**config.mk**
```make
export PLATFORM = sky130hd
export DESIGN_NAME = ow_slave_emu
export DESIGN_NICKNAME = d
export VERILOG_FILES = /design/src/rtl/ow_pkg.sv /design/src/rtl/ow_crc8.sv /design/src/rtl/ow_slave_emu.sv
export SDC_FILE = /design/constraint.sdc
export NUM_CORES = 1
export LEC_CHECK = 0
export CAP_MARGIN = 20
export CORE_MARGIN = 2
export CORE_UTILIZATION = 30
export CTS_CLUSTER_DIAMETER = 150
export DETAILED_ROUTE_END_ITERATION = 8
export GPL_ROUTABILITY_DRIVEN = 0
export PLACE_DENSITY_LB_ADDON = 0.1
export SLEW_MARGIN = 15
export SYNTH_ARGS = -nofsm -noshare
export SYNTH_HDL_FRONTEND = slang
export SYNTH_SLANG_ARGS = --single-unit
```
**constraint.sdc**
```tcl
create_clock -name clk -period 2.6 [get_ports clk]
set_input_delay 0.52 -clock clk [delete_from_list [all_inputs] [get_ports clk]]
set_output_delay 0.52 -clock clk [all_outputs]
set_load 0.02 [all_outputs]
```
**src/rtl/ow_pkg.sv**
```systemverilog
// Shared constants for the 1-Wire slave emulator: FSM encodings, command bytes,
// fixed scratchpad contents and the reflected Dallas CRC8 polynomial.
package ow_pkg;

    typedef logic [3:0] ow_state_t;

    localparam ow_state_t ST_IDLE       = 4'd0;
    localparam ow_state_t ST_RST_LOW    = 4'd1;
    localparam ow_state_t ST_PRES_WAIT  = 4'd2;
    localparam ow_state_t ST_PRES_DRIVE = 4'd3;
    localparam ow_state_t ST_ROM_CMD    = 4'd4;
    localparam ow_state_t ST_FUNC_CMD   = 4'd5;
    localparam ow_state_t ST_CONV_POLL  = 4'd6;
    localparam ow_state_t ST_READ_SP    = 4'd7;
    localparam ow_state_t ST_IGNORE     = 4'd8;

    localparam logic [7:0] CMD_SKIP_ROM = 8'hCC;
    localparam logic [7:0] CMD_CONVERT  = 8'h44;
    localparam logic [7:0] CMD_READ_SP  = 8'hBE;

    localparam logic [7:0] SP_BYTE2 = 8'h4B;
    localparam logic [7:0] SP_BYTE3 = 8'h46;
    localparam logic [7:0] SP_BYTE4 = 8'h7F;
    localparam logic [7:0] SP_BYTE5 = 8'hFF;
    localparam logic [7:0] SP_BYTE6 = 8'h0C;
    localparam logic [7:0] SP_BYTE7 = 8'h10;

    localparam logic [7:0]  CRC8_POLY     = 8'h8C;
    localparam logic [15:0] TEMP_POWER_ON = 16'h0550;

endpackage

```
**src/rtl/ow_crc8.sv**
```systemverilog
// Serial Dallas/Maxim CRC8 (reflected form), one bit per enable, LSB-first data.
module ow_crc8
    import ow_pkg::*;
(
    input  logic       clk,
    input  logic       rst,
    input  logic       clr,
    input  logic       en,
    input  logic       din,
    output logic [7:0] crc
);

    logic fb;
    assign fb = crc[0] ^ din;

    always_ff @(posedge clk) begin
        if (rst || clr) begin
            crc <= 8'h00;
        end else if (en) begin
            crc <= {1'b0, crc[7:1]} ^ (fb ? CRC8_POLY : 8'h00);
        end
    end

endmodule

```
**src/rtl/ow_slave_emu.sv**
```systemverilog
// DS18B20-style 1-Wire slave: presence, Skip ROM, Convert T and Read Scratchpad,
// with the CRC byte accumulated serially while the scratchpad shifts out.
module ow_slave_emu
    import ow_pkg::*;
#(
    parameter int CLKS_PER_US  = 1,
    parameter int RESET_MIN_US = 480,
    parameter int PRES_WAIT_US = 30,
    parameter int PRES_LEN_US  = 120,
    parameter int SAMPLE_US    = 30,
    parameter int READ_HOLD_US = 30,
    parameter int CONV_US      = 750
) (
    input  logic        clk,
    input  logic        rst,
    input  logic        I_ONE_WIRE,
    output logic        O_ONE_WIRE,
    input  logic [15:0] I_TEMP,
    output logic [7:0]  O_CMD,
    output logic        O_CMD_VALID,
    output logic        O_BUSY
);

    function automatic int imax(input int a, input int b);
        return (a > b) ? a : b;
    endfunction

    localparam int RST_CYC  = RESET_MIN_US * CLKS_PER_US;
    localparam int PW_CYC   = PRES_WAIT_US * CLKS_PER_US;
    localparam int PL_CYC   = PRES_LEN_US * CLKS_PER_US;
    localparam int SMP_CYC  = SAMPLE_US * CLKS_PER_US;
    localparam int RH_CYC   = READ_HOLD_US * CLKS_PER_US;
    localparam int CONV_CYC = CONV_US * CLKS_PER_US;
    localparam int T_MAX    = imax(imax(PW_CYC, PL_CYC), imax(SMP_CYC, RH_CYC));
    localparam int TW       = $clog2(T_MAX + 1);
    localparam int LW       = $clog2(RST_CYC + 1);
    localparam int CW       = $clog2(CONV_CYC + 1);

    localparam logic [TW-1:0] PW_END   = TW'(PW_CYC - 1);
    localparam logic [TW-1:0] PL_END   = TW'(PL_CYC - 1);
    localparam logic [TW-1:0] SMP_END  = TW'(SMP_CYC - 1);
    localparam logic [TW-1:0] RH_END   = TW'(RH_CYC - 1);
    localparam logic [LW-1:0] RST_THR  = LW'(RST_CYC);
    localparam logic [CW-1:0] CONV_END = CW'(CONV_CYC - 1);

    function automatic logic [7:0] sp_byte(input logic [2:0] idx, input logic [15:0] t);
        case (idx)
            3'd0:    return t[7:0];
            3'd1:    return t[15:8];
            3'd2:    return SP_BYTE2;
            3'd3:    return SP_BYTE3;
            3'd4:    return SP_BYTE4;
            3'd5:    return SP_BYTE5;
            3'd6:    return SP_BYTE6;
            default: return SP_BYTE7;
        endcase
    endfunction

    logic            sync_p0, sync_p1, bus_p2;
    logic            fall, rise;
    logic [LW-1:0]   lowcnt;
    logic            reset_hit;
    ow_state_t       state;
    logic [TW-1:0]   timer;
    logic            slot_act;
    logic [6:0]      bitcnt;
    logic [7:0]      shreg;
    logic            byte_vld_p0;
    logic [15:0]     temp_sp;
    logic [CW-1:0]   conv_cnt;
    logic            sp_bit, smp_now, read_slot, conv_start;
    logic            crc_clr, crc_en;
    logic [7:0]      crc_val;

    // Stage p0/p1: metastability synchroniser; p2: previous level for edge detect
    always_ff @(posedge clk) begin
        if (rst) begin
            sync_p0 <= 1'b1;
            sync_p1 <= 1'b1;
            bus_p2  <= 1'b1;
        end else begin
            sync_p0 <= I_ONE_WIRE;
            sync_p1 <= sync_p0;
            bus_p2  <= sync_p1;
        end
    end

    assign fall = bus_p2 & ~sync_p1;
    assign rise = ~bus_p2 & sync_p1;

    always_ff @(posedge clk) begin
        if (rst || sync_p1) begin
            lowcnt <= '0;
        end else if (lowcnt != RST_THR) begin
            lowcnt <= lowcnt + LW'(1);
        end
    end

    // lowcnt holds the threshold through the rising-edge cycle, so a rise seen here ends the reset
    assign reset_hit = (lowcnt == RST_THR);

    always_comb begin
        sp_bit = 1'b1;
        if (state == ST_CONV_POLL) begin
            sp_bit = ~O_BUSY;
        end else if (!bitcnt[6]) begin
            sp_bit = sp_byte(bitcnt[5:3], temp_sp)[bitcnt[2:0]];
        end else begin
            sp_bit = crc_val[bitcnt[2:0]];
        end
    end

    assign smp_now    = !reset_hit && (state == ST_ROM_CMD || state == ST_FUNC_CMD)
                        && !byte_vld_p0 && slot_act && (timer == SMP_END);
    assign read_slot  = !reset_hit && fall && !slot_act
                        && (state == ST_CONV_POLL || (state == ST_READ_SP && bitcnt != 7'd72));
    assign conv_start = !reset_hit && (state == ST_FUNC_CMD) && byte_vld_p0
                        && (shreg == CMD_CONVERT);
    assign crc_clr    = (state != ST_READ_SP);
    assign crc_en     = read_slot && (state == ST_READ_SP) && !bitcnt[6];

    ow_crc8 u_crc (
        .clk (clk),
        .rst (rst),
        .clr (crc_clr),
        .en  (crc_en),
        .din (sp_bit),
        .crc (crc_val)
    );

    always_ff @(posedge clk) begin
        if (smp_now) begin
            shreg <= {sync_p1, shreg[7:1]};
        end
    end

    always_ff @(posedge clk) begin
        if (rst) begin
            state       <= ST_IDLE;
            O_ONE_WIRE  <= 1'b1;
            O_CMD       <= 8'h00;
            O_CMD_VALID <= 1'b0;
            slot_act    <= 1'b0;
            timer       <= '0;
            bitcnt      <= '0;
            byte_vld_p0 <= 1'b0;
        end else begin
            O_CMD_VALID <= 1'b0;
            byte_vld_p0 <= 1'b0;
            if (reset_hit) begin
                state      <= rise ? ST_PRES_WAIT : ST_RST_LOW;
                O_ONE_WIRE <= 1'b1;
                slot_act   <= 1'b0;
                timer      <= '0;
                bitcnt     <= '0;
            end else begin
                case (state)
                    ST_IDLE: ;
                    ST_RST_LOW: begin
                        if (rise) begin
                            state <= ST_PRES_WAIT;
                            timer <= '0;
                        end
                    end
                    ST_PRES_WAIT: begin
                        if (timer == PW_END) begin
                            state      <= ST_PRES_DRIVE;
                            O_ONE_WIRE <= 1'b0;
                            timer      <= '0;
                        end else begin
                            timer <= timer + TW'(1);
                        end
                    end
                    ST_PRES_DRIVE: begin
                        if (timer == PL_END) begin
                            state      <= ST_ROM_CMD;
                            O_ONE_WIRE <= 1'b1;
                            bitcnt     <= '0;
                        end else begin
                            timer <= timer + TW'(1);
                        end
                    end
                    ST_ROM_CMD, ST_FUNC_CMD: begin
                        if (byte_vld_p0) begin
                            O_CMD       <= shreg;
                            O_CMD_VALID <= 1'b1;
                            bitcnt      <= '0;
                            if (state == ST_ROM_CMD) begin
                                state <= (shreg == CMD_SKIP_ROM) ? ST_FUNC_CMD : ST_IGNORE;
                            end else if (shreg == CMD_CONVERT) begin
                                state <= ST_CONV_POLL;
                            end else if (shreg == CMD_READ_SP) begin
                                state <= ST_READ_SP;
                            end else begin
                                state <= ST_IGNORE;
                            end
                        end else if (slot_act) begin
                            if (timer == SMP_END) begin
                                slot_act    <= 1'b0;
                                bitcnt      <= bitcnt + 7'd1;
                                byte_vld_p0 <= (bitcnt == 7'd7);
                            end else begin
                                timer <= timer + TW'(1);
                            end
                        end else if (fall) begin
                            slot_act <= 1'b1;
                            timer    <= '0;
                        end
                    end
                    ST_CONV_POLL, ST_READ_SP: begin
                        if (slot_act) begin
                            if (timer == RH_END) begin
                                slot_act   <= 1'b0;
                                O_ONE_WIRE <= 1'b1;
                            end else begin
                                timer <= timer + TW'(1);
                            end
                        end else if (state == ST_READ_SP && bitcnt == 7'd72) begin
                            state <= ST_IGNORE;
                        end else if (read_slot) begin
                            if (!sp_bit) begin
                                O_ONE_WIRE <= 1'b0;
                                slot_act   <= 1'b1;
                                timer      <= '0;
                            end
                            if (state == ST_READ_SP) begin
                                bitcnt <= bitcnt + 7'd1;
                            end
                        end
                    end
                    ST_IGNORE: O_ONE_WIRE <= 1'b1;
                    default:   state <= ST_IDLE;
                endcase
            end
        end
    end

    // Conversion runs independently of bus resets; a repeated Convert T restarts it
    always_ff @(posedge clk) begin
        if (rst) begin
            O_BUSY   <= 1'b0;
            conv_cnt <= '0;
            temp_sp  <= TEMP_POWER_ON;
        end else if (conv_start) begin
            O_BUSY   <= 1'b1;
            conv_cnt <= '0;
        end else if (O_BUSY) begin
            if (conv_cnt == CONV_END) begin
                O_BUSY  <= 1'b0;
                temp_sp <= I_TEMP;
            end else begin
                conv_cnt <= conv_cnt + CW'(1);
            end
        end
    end

endmodule

```
==> impl_metrics.ini <==
[run_status]
status = complete, no violations

[clock_tree]
root_buffer = clkbuf_16
cts_made_buffers = 9
cts_buffer_depth = 2
insertion_delay_ps = 340
htree_levels = 3
cts.sinks = 85
clkTransAtPathRegs_ps = 70
cts_tree = done

[global_route]
first_global_vias = 3385
grt_max_degree = 23
grtUsageTotal_pct = 13.7
grt_overflow = 0
grt_first_pass_wirelength_um = 17400
antenna_found_initial = 0

[setup_path]
crit_path_start_kind = flop
worst-path-stages = 7
reg2reg_from = bitcnt[3]
cp_slowest_stage_delay_ps = 600
path_buf_inv = 0
arrival_ps = 2580
cp_top_family = compound AO/OA/AOI/OAI gates
crit_slowest_cell = dfxtp_1
ff2ff_path_depth = 7
crit_type = flop to flop
path_cells = nand3b_1 -> a21oi_1 -> a2111oi_1 -> nor4_2 -> a211o_1 -> a221oi_1 -> o21ai_1
setup.worst_path.end_class = flop
rr_endpoint = timer[3]
crit_fanout = 13
worstPathRequired_ps = 2820
r2r_slack_ps = 240

[die]
rows = 44
die_y_um = 125
die-area_um2 = 15700
die_w_um = 125
ioPinCount = 30
coreArea_um2 = 14500
start_util_pct = 30.5

[synth]
synth_top_area_cell = dfxtp_1
ys_seq_area_share_pct = 40.3
synth_edf_count = 8
synth.distinct_cells = 79
async_flop_share_pct = 0
synth-seq-cells = 85
synthCells = 489
synth.yosys.warnings = 0
synth_area_um2 = 4420
ys.flop_type = dfxtp_1
syn_area_per_cell_um2 = 9.03
synth_fp_nets = 516
synth_top_area_share_pct = 34.9
synthTopCellsByArea = dfxtp_1, nor2_1, mux2i_1

[min_path]
holdCritStartpoint = sync_p0
holdPathEnd = sync_p1
hold_path_class = flop to flop
holdPathStages = 1

[placement]
post-dp-hpwl_um = 7710
portBuffers = 29
place_inst = 696

[timing]
rsz0062_at_grt = false
hold_viol_final = 0
maxSlewViolCount = 0
relSlewSlack_pct = 48.1
finClkSkew_ps = 8.36
maxClockFrequency_mhz = 424
setup_viol = 0
layout_min_cycle_time_ps = 2360
finalCritPeriodShare_pct = 90.8
timing_worst_slew_pin_value_ps = 776
tns_ps = 0

[power]
pwr-share-comb_pct = 4.9
switching_power_uw = 636
powerDensity_nw_per_um2 = 513
seqPwrFrac_pct = 49.6
swShare_pct = 23.6
pwr-share-clk_pct = 45.5
power.leakage_nw = 1.75
intPower_mw = 2.06
ir_drop_mv = 0.290

[route]
antenna_left = 0
wire_per_inst_um = 14.6
dr.pass1.iters = 4
vias = 3517
drt_iter0_drc = 197
drc = 0
avgViaCountPerCell = 4.94
routed_wl_um = 10400

[job]
cap_viol_max_count = 0

[finish]
area_growth_pct = 18.7
finalNonFillerCells = 712
final_nets = 550
drive_above_1_share_pct = 13.3
n_antenna_cell = 0
-- routing by layer --
| metal | up-vias | GRT usage [%] | wire (um) |
|---|---|---|---|
| met5 | - | 0 | 0 |
| met4 | 0 | 3.33 | 47 |
| met3 | 2 | 3.85 | 237 |
| met2 | 37 | 21.7 | 4900 |
| met1 | 1668 | 18.6 | 5240 |
| li1 | 1810 | - | - |
-- worst max-delay path by stage --
stage,startpoint,slack (ps),endpoint
floorplan,bitcnt[1],460,u_crc.crc[1]
detailed placement,bitcnt[0],170,timer[3]
finish,bitcnt[3],240,timer[3]
CTS,bitcnt[0],140,timer[3]
global route,bitcnt[3],90,timer[3]
global placement,bitcnt[0],200,O_ONE_WIRE
-- cell families (layout without fill, tap and decap cells) --
| logic type | after synthesis | in the layout | synth area share (%) |
|---|---|---|---|
| buffers and inverters | 45 | 84 | 4.99 |
| flip-flops | 85 | 85 | 40.3 |
| AND/OR/NAND/NOR | 215 | 215 | 26.0 |
| AO/OA/AOI/OAI | 80 | 80 | 13.2 |
| adder cells (fa/ha/maj) | 8 | 8 | 2.27 |
| XOR/XNOR | 25 | 25 | 5.58 |
| multiplexers | 31 | 31 | 7.59 |
-- area by class of cell --
class	instances	area [um2]
Timing Repair Buffer	53	470
Sequential cell	85	1780
Tap cell	184	230
Clock inverter	6	55.1
Inverter	15	56.3
Multi-Input combinational cell	359	2420
Clock buffer	10	229
Fill cell	1501	9240
-- synthesized netlist by cell type, drive strengths merged, types with 10 or more instances --
cell    count
mux2i      29
nor2       80
inv        15
xnor2      11
buf        17
xor2       12
nand2      32
dfxtp      77
clkbuf     13
nor2b      11
o21ai      15
nor3       10
a21oi      18
nand3      19
-- power by group through the flow --
stage | Sequential [mW] | Combinational, mW | Clock, mW
floorplan | 1.36 | 0.0774 | 0
global placement | 1.36 | 0.134 | 0
detailed placement | 1.36 | 0.133 | 0
CTS | 1.33 | 0.134 | 1.28
global route | 1.34 | 0.146 | 1.33
finish | 1.33 | 0.132 | 1.22
-- flip-flops by register name, summed over array words and instances (netlist names), 4 cells and up --
register / count
timer: 7
state: 4
temp_sp: 16
u_crc.crc: 8
shreg: 8
lowcnt: 9
bitcnt: 7
O_CMD: 8
conv_cnt: 10
-- per-stage QoR --
stage | power (mW) | setup WS, ps | hold WS, ps | utilization, % | area [um2]
after floorplan | 1.44 | 460 | 389 | - | 4420
after global placement | 1.50 | 196 | 395 | 34.2 | 4960
after detailed placement | 1.50 | 167 | 403 | 34.2 | 4960
after CTS | 2.75 | 136 | 420 | 36.2 | 5240
after global routing | 2.81 | 90.6 | 436 | 36.2 | 5240
final | 2.69 | 240 | 418 | 36.2 | 5240
-- cell usage in the layout, fill, tap and decap left out, types with 7 or more instances in the layout --
cell | netlist | final
a21oi_1 | 17 | 16
and3_1 | 8 | 8
buf_4 | 4 | 24
clkbuf_16 | 0 | 9
clkdlybuf4s50_1 | 0 | 29
dfxtp_1 | 77 | 75
edfxtp_1 | 8 | 8
ha_1 | 8 | 8
inv_1 | 14 | 14
mux2i_1 | 29 | 29
nand2_1 | 32 | 32
nand3_1 | 18 | 18
nand4_1 | 7 | 7
nor2_1 | 78 | 78
nor2b_1 | 11 | 11
nor3_1 | 9 | 9
o21ai_0 | 9 | 9
xnor2_1 | 11 | 11
xor2_1 | 12 | 12
-- worst register-to-register path: stages, from the launching register on --
cell       delay, ps
dfxtp_1          600
nand3b_1         170
a21oi_1           70
a2111oi_1        460
nor4_2           130
a211o_1          390
a221oi_1         320
o21ai_1          100
-- repair_timing --
action / CTS / global route
endpoints found under the setup margin: 0 / 1
setup buffers: 0 / 0
gates resized for setup: 0 / 2
hold buffers: 0 / 0
hold endpoints to repair: 0 / 0
Power figures use the tool's default switching activity.
